## config.mk

```make
export PLATFORM = sky130hd
export DESIGN_NAME = ivector_heard_serializer
export DESIGN_NICKNAME = d
export VERILOG_FILES = /design/src/rtl/ivector_pkg.sv /design/src/rtl/ivector_sfifo.sv /design/src/rtl/ivector_heard_serializer.sv
export SDC_FILE = /design/constraint.sdc
export NUM_CORES = 1
export LEC_CHECK = 0
export CORE_MARGIN = 2
export CORE_UTILIZATION = 40
export DETAILED_ROUTE_END_ITERATION = 10
export PLACE_DENSITY_LB_ADDON = 0.25
export SLEW_MARGIN = 10
export SYNTH_ARGS = -nofsm -noshare
export SYNTH_HDL_FRONTEND = slang
export SYNTH_SLANG_ARGS = --single-unit
```

## constraint.sdc

```tcl
create_clock -name CLK -period 5.35 [get_ports CLK]
set_input_delay 1.605 -clock CLK [delete_from_list [all_inputs] [get_ports CLK]]
set_output_delay 1.605 -clock CLK [all_outputs]
set_load 0.05 [all_outputs]
```

## src/rtl/ivector_pkg.sv

```systemverilog
// Shared types for the IVector heard-indication serializer.
// Beat layout and FIFO entry format live here so the top and FIFO agree.
package ivector_pkg;

   localparam int unsigned NUM_CH_DEF = 10;
   localparam logic [7:0]  HDR_MAGIC  = 8'hA5;

   typedef struct packed {
      logic [7:0] seq;
      logic [7:0] meth;
      logic [7:0] len;
      logic [7:0] magic;
   } ser_hdr_t;

   // meth kept 8 bits wide so it drops straight into the header field
   typedef struct packed {
      logic [7:0]  meth;
      logic [31:0] v;
   } heard_ent_t;

   typedef enum logic [1:0] {
      IDLE,
      HDR,
      PAY,
      CHK
   } ser_state_t;

endpackage

```

## src/rtl/ivector_sfifo.sv

```systemverilog
// Small synchronous FIFO with a registered head entry (read straight from storage).
// Caller guarantees no enqueue when full and no dequeue when empty.
module ivector_sfifo #(
   parameter int unsigned W     = 40,
   parameter int unsigned DEPTH = 2
) (
   input  logic         CLK,
   input  logic         nRST,
   input  logic         enq_i,
   input  logic [W-1:0] din_i,
   input  logic         deq_i,
   output logic [W-1:0] head_o,
   output logic         full_o,
   output logic         empty_o,
   output logic         single_o
);

   localparam int unsigned AW = (DEPTH > 1) ? $clog2(DEPTH) : 1;

   logic [W-1:0]  mem_q [DEPTH];
   logic [AW-1:0] wr_q;
   logic [AW-1:0] rd_q;
   logic [AW:0]   cnt_q;

   always_ff @(posedge CLK) begin
      if (!nRST) begin
         wr_q  <= '0;
         rd_q  <= '0;
         cnt_q <= '0;
         for (int unsigned i = 0; i < DEPTH; i++) begin
            mem_q[i] <= '0;
         end
      end else begin
         if (enq_i) begin
            mem_q[wr_q] <= din_i;
            wr_q        <= wr_q + 1'b1;
         end
         if (deq_i) begin
            rd_q <= rd_q + 1'b1;
         end
         case ({enq_i, deq_i})
            2'b10:   cnt_q <= cnt_q + 1'b1;
            2'b01:   cnt_q <= cnt_q - 1'b1;
            default: cnt_q <= cnt_q;
         endcase
      end
   end

   assign head_o   = mem_q[rd_q];
   assign full_o   = (cnt_q == (AW+1)'(DEPTH));
   assign empty_o  = (cnt_q == '0);
   assign single_o = (cnt_q == (AW+1)'(1));

endmodule

```

## src/rtl/ivector_heard_serializer.sv

```systemverilog
// Serialises buffered heard(meth, v) indications into header/payload[/checksum] 32-bit beats.
// Define IVECTOR_SER_CHKSUM_EN to append a header^payload checksum beat to every message.
module ivector_heard_serializer
   import ivector_pkg::*;
#(
   parameter int unsigned NUM_CH = NUM_CH_DEF,
   parameter int unsigned MW     = 4,
   parameter int unsigned DEPTH  = 2
) (
   input  logic          CLK,
   input  logic          nRST,
   input  logic          heard__ENA,
   output logic          heard__RDY,
   input  logic [MW-1:0] heard_meth,
   input  logic [31:0]   heard_v,
   output logic          beat_valid,
   input  logic          beat_ready,
   output logic [31:0]   beat_data,
   output logic          beat_last,
   input  logic [MW-1:0] cnt_sel,
   output logic [15:0]   cnt_value,
   output logic          err_meth
);

`ifdef IVECTOR_SER_CHKSUM_EN
   localparam logic [7:0] BEATS = 8'd3;
`else
   localparam logic [7:0] BEATS = 8'd2;
`endif

   ser_state_t  state_q, state_d;
   logic [7:0]  seq_q;
   logic [15:0] cnt_q [NUM_CH];
   logic        err_q;

   heard_ent_t  head;
   heard_ent_t  din;
   ser_hdr_t    hdr;
   logic        full, empty, single;
   logic        meth_ok, enq, last_fire, more;

   assign meth_ok   = (32'(heard_meth) < NUM_CH);
   assign heard__RDY = !full;
   assign enq       = heard__ENA && heard__RDY && meth_ok;
   assign din       = '{meth: 8'(heard_meth), v: heard_v};
   assign last_fire = beat_valid && beat_ready && beat_last;
   assign more      = !single || enq;
   assign err_meth  = err_q;

   ivector_sfifo #(
      .W    ($bits(heard_ent_t)),
      .DEPTH(DEPTH)
   ) u_fifo (
      .CLK     (CLK),
      .nRST    (nRST),
      .enq_i   (enq),
      .din_i   (din),
      .deq_i   (last_fire),
      .head_o  (head),
      .full_o  (full),
      .empty_o (empty),
      .single_o(single)
   );

   assign hdr = '{seq: seq_q, meth: head.meth, len: BEATS, magic: HDR_MAGIC};

   // IDLE jumps to HDR on the enqueue edge itself, so the header is valid one
   // cycle after the indication; the last beat hands over directly when more is queued.
   always_comb begin
      state_d    = state_q;
      beat_valid = 1'b0;
      beat_data  = '0;
      beat_last  = 1'b0;
      case (state_q)
         IDLE: begin
            if (!empty || enq) state_d = HDR;
         end
         HDR: begin
            beat_valid = 1'b1;
            beat_data  = hdr;
            if (beat_ready) state_d = PAY;
         end
         PAY: begin
            beat_valid = 1'b1;
            beat_data  = head.v;
`ifdef IVECTOR_SER_CHKSUM_EN
            if (beat_ready) state_d = CHK;
`else
            beat_last  = 1'b1;
            if (beat_ready) state_d = more ? HDR : IDLE;
`endif
         end
`ifdef IVECTOR_SER_CHKSUM_EN
         CHK: begin
            beat_valid = 1'b1;
            beat_data  = hdr ^ head.v;
            beat_last  = 1'b1;
            if (beat_ready) state_d = more ? HDR : IDLE;
         end
`endif
         default: state_d = IDLE;
      endcase
   end

   always_ff @(posedge CLK) begin
      if (!nRST) begin
         state_q <= IDLE;
         seq_q   <= '0;
         err_q   <= 1'b0;
         for (int unsigned i = 0; i < NUM_CH; i++) begin
            cnt_q[i] <= '0;
         end
      end else begin
         state_q <= state_d;
         if (heard__ENA && heard__RDY && !meth_ok) err_q <= 1'b1;
         if (last_fire) seq_q <= seq_q + 8'd1;
         for (int unsigned i = 0; i < NUM_CH; i++) begin
            if (last_fire && head.meth == 8'(i) && cnt_q[i] != 16'hFFFF) begin
               cnt_q[i] <= cnt_q[i] + 16'd1;
            end
         end
      end
   end

   always_comb begin
      cnt_value = '0;
      for (int unsigned i = 0; i < NUM_CH; i++) begin
         if (32'(cnt_sel) == i) cnt_value = cnt_q[i];
      end
   end

endmodule
```

==> flow_metrics.tcl <==
set metrics [dict create \
    status "complete, no violations" \
    diodes 0 \
    layout-drive-gt1-share_pct 8.64 \
    synth-edff-count 232 \
    core_area_um2 35600 \
    drc 0 \
    hold_buffers 0 \
    p_seq_share_pct 45.4 \
    power_density_nw_per_um2 301 \
    cp_top_family "buffers and inverters" \
    synth_top_area_share_pct 48.2 \
    synth-main-ff-cell "edfxtp_1" \
    grt_start_max_net_pins 38 \
    cts.sinks 248 \
    worstSetupEndpointType "output pin" \
    leakagePower_uw 0.00576 \
    syn_to_final_growth_pct 18.1 \
    grt_antenna_before_repair 0 \
    first_global_vias 10700 \
    post_cts_resized 0 \
    p_int_uw 3760 \
    synth_area_per_cell_um2 10.4 \
    die_w_um 194 \
    drt_first_pass_iters 5 \
    path_clk_slew_ps 60 \
    cpPeakStageDelay_ps 420 \
    p_sw_share_pct 26.9 \
    cts_max_path_buffers 3 \
    synth_top_cell_by_area "edfxtp_1" \
    dp_hpwl_mm 26.5 \
    crit_buf_inv 3 \
    io_buffers 95 \
    grt_pass1_wl_mm 59.9 \
    htree_levels 1 \
    ios 96 \
    min_period_ps 5210 \
    pwr-share-clk_pct 38.9 \
    synthCells 1395 \
    final.period_utilization_pct 97.3 \
    ir_drop_mv 0.289 \
    synth_nets 1458 \
    crit_slowest_cell "buf_2" \
    drtAntennaViolNets 0 \
    finalClockSkew_ps 22.1 \
    cap_violations 0 \
    rsz0062_at_grt "false" \
    synth.yosys.seq_area_share_pct 50.4 \
    cp-start-kind "primary input" \
    setup_viol 0 \
    yosys_warnings 0 \
    drtIter0Drc 818 \
    layout.nets 1544 \
    grt_usage_pct 19.6 \
    required_ps 3740 \
    finalWirelength_mm 37.5 \
    avgRoutedWirePerCell_um 19.1 \
    cts_buffers 30 \
    finalSetupTns_ps 0 \
    final_util_pct 48.0 \
    hp-class "flip-flop to flip-flop" \
    cts_tree "yes" \
    drv_slew 0 \
    cp.arrival_ps 3600 \
    gp_congestion 0.895 \
    p_switching_uw 1380 \
    tightest_slew_ps 1140 \
    clkLatencyLatePin_ps 550 \
    grt-ovfl-total 0 \
    pwr-share-comb_pct 15.7 \
    relSlewSlack_pct 23.6 \
    die_area_um2 37700 \
    cp_max_fo 29 \
    ys_ff_latch 248 \
    yosysMostFrequentCell "edfxtp_1" \
    clock.fmax_mhz 192 \
    worstSetupPathType "primary input to output pin" \
    synthArstFlopShare_pct 0 \
    start_util_pct 40.6 \
    hold_viol 0 \
    cts_root_buf "clkbuf_16" \
    ys_top_cells_by_count "232 x edfxtp_1, 186 x nor2_1, 78 x and2_1" \
    synth.area.top_cells "edfxtp_1 48%, nor2_1 4.8%, xnor2_1 4.6%" \
    cp_cell_sequence "buf_2, buf_4, nor2b_1, nand2_1, o22ai_1, a21o_1, buf_12" \
    vias 11000 \
    cts_setup_buffers 0 \
    die_y_um 194 \
    rows 69 \
    synthDistinctLibCells 66 \
    syn_area_um2 14500 \
    viasPerCell 5.60 \
]
==> state kept, by name, indices dropped and copies added (netlist names), named ones only <==
name and cells:
u_fifo.cnt_q 2, u_fifo.wr_q 1, state_q 2, cnt_q 160, u_fifo.rd_q 1, seq_q 8
err_meth 1, u_fifo.mem_q 72
==> path summary, 6_finish.rpt <==
kind	start	to	slack, ps	cells after the start
setup / recovery	cnt_sel[2]	cnt_value[15]	140	7
hold reg to reg	seq_q[1]	seq_q[1]	500	2
setup reg to reg	flip-flop	cnt_q[5][15]	2070	4
hold / removal	seq_q[1]	seq_q[1]	500	2
==> per-layer routing <==
layer	up-vias	wire length (µm)	global-route usage, %
met2	326	17400	31.7
met3	50	2220	2.56
met1	5335	17100	28.0
met5	-	0	0
met4	0	797	4.71
li1	5291	-	-
==> worst register-to-register path, cell delays in order (launching register included) <==
cell	delay [ps]
dfxtp_2	950
nand2_1	180
o22ai_1	900
nand2_1	700
a211oi_1	370
==> power groups by stage <==
stage,Combinational [µW],Sequential (µW),Clock (µW)
5_1_grt,875,2350,2130
2_1_floorplan,539,2330,0
4_1_cts,815,2330,2040
6_report,808,2330,2000
3_3_place_gp,806,2370,0
3_5_place_dp,810,2370,0
==> area by class of cell <==
class / instances / area (µm²)
Tap cell: 461 / 577
Timing Repair Buffer: 124 / 1330
Clock buffer: 45 / 870
Clock inverter: 10 / 98.8
Inverter: 42 / 158
Fill cell: 3327 / 18500
Multi-Input combinational cell: 1035 / 6750
Sequential cell: 248 / 7290
==> layout by cell type (no fill, tap or decap), drive strengths merged, types with 45 or more instances in the layout <==
cell type / instances
mux2i: 58
clkdlybuf4s50: 77
nand2: 66
edfxtp: 232
xnor2: 76
xor2: 57
and2: 78
nor2: 186
nand3: 57
clkbuf: 45
buf: 47
a21oi: 51
==> stage by stage <==
stage | hold WS [ps] | total power, µW | std cells | setup slack (ps) | cell area (µm²)
3_5_place_dp | 477 | 3180 | 1910 | 241 | 16100
2_1_floorplan | 462 | 2870 | 1395 | 26.5 | 14500
6_report | 497 | 5140 | 1965 | 144 | 17100
4_1_cts | 502 | 5190 | 1965 | 241 | 17100
5_1_grt | 520 | 5350 | 1965 | 27.4 | 17100
3_3_place_gp | 482 | 3170 | 1910 | 265 | 16100
==> cells by family (layout without fill, tap and decap cells) <==
| logic type | Yosys count | after routing | synth area share (%) |
|---|---|---|---|
| multiplexers | 81 | 81 | 5.91 |
| adder cells (fa/ha/maj) | 19 | 19 | 1.64 |
| AO/OA/AOI/OAI | 199 | 199 | 9.20 |
| AND/OR/NAND/NOR | 603 | 603 | 21.7 |
| buffers and inverters | 112 | 221 | 3.09 |
| flip-flops | 248 | 248 | 50.4 |
| XOR/XNOR | 133 | 133 | 8.06 |
No activity file was read; power rests on OpenSTA's default activity.
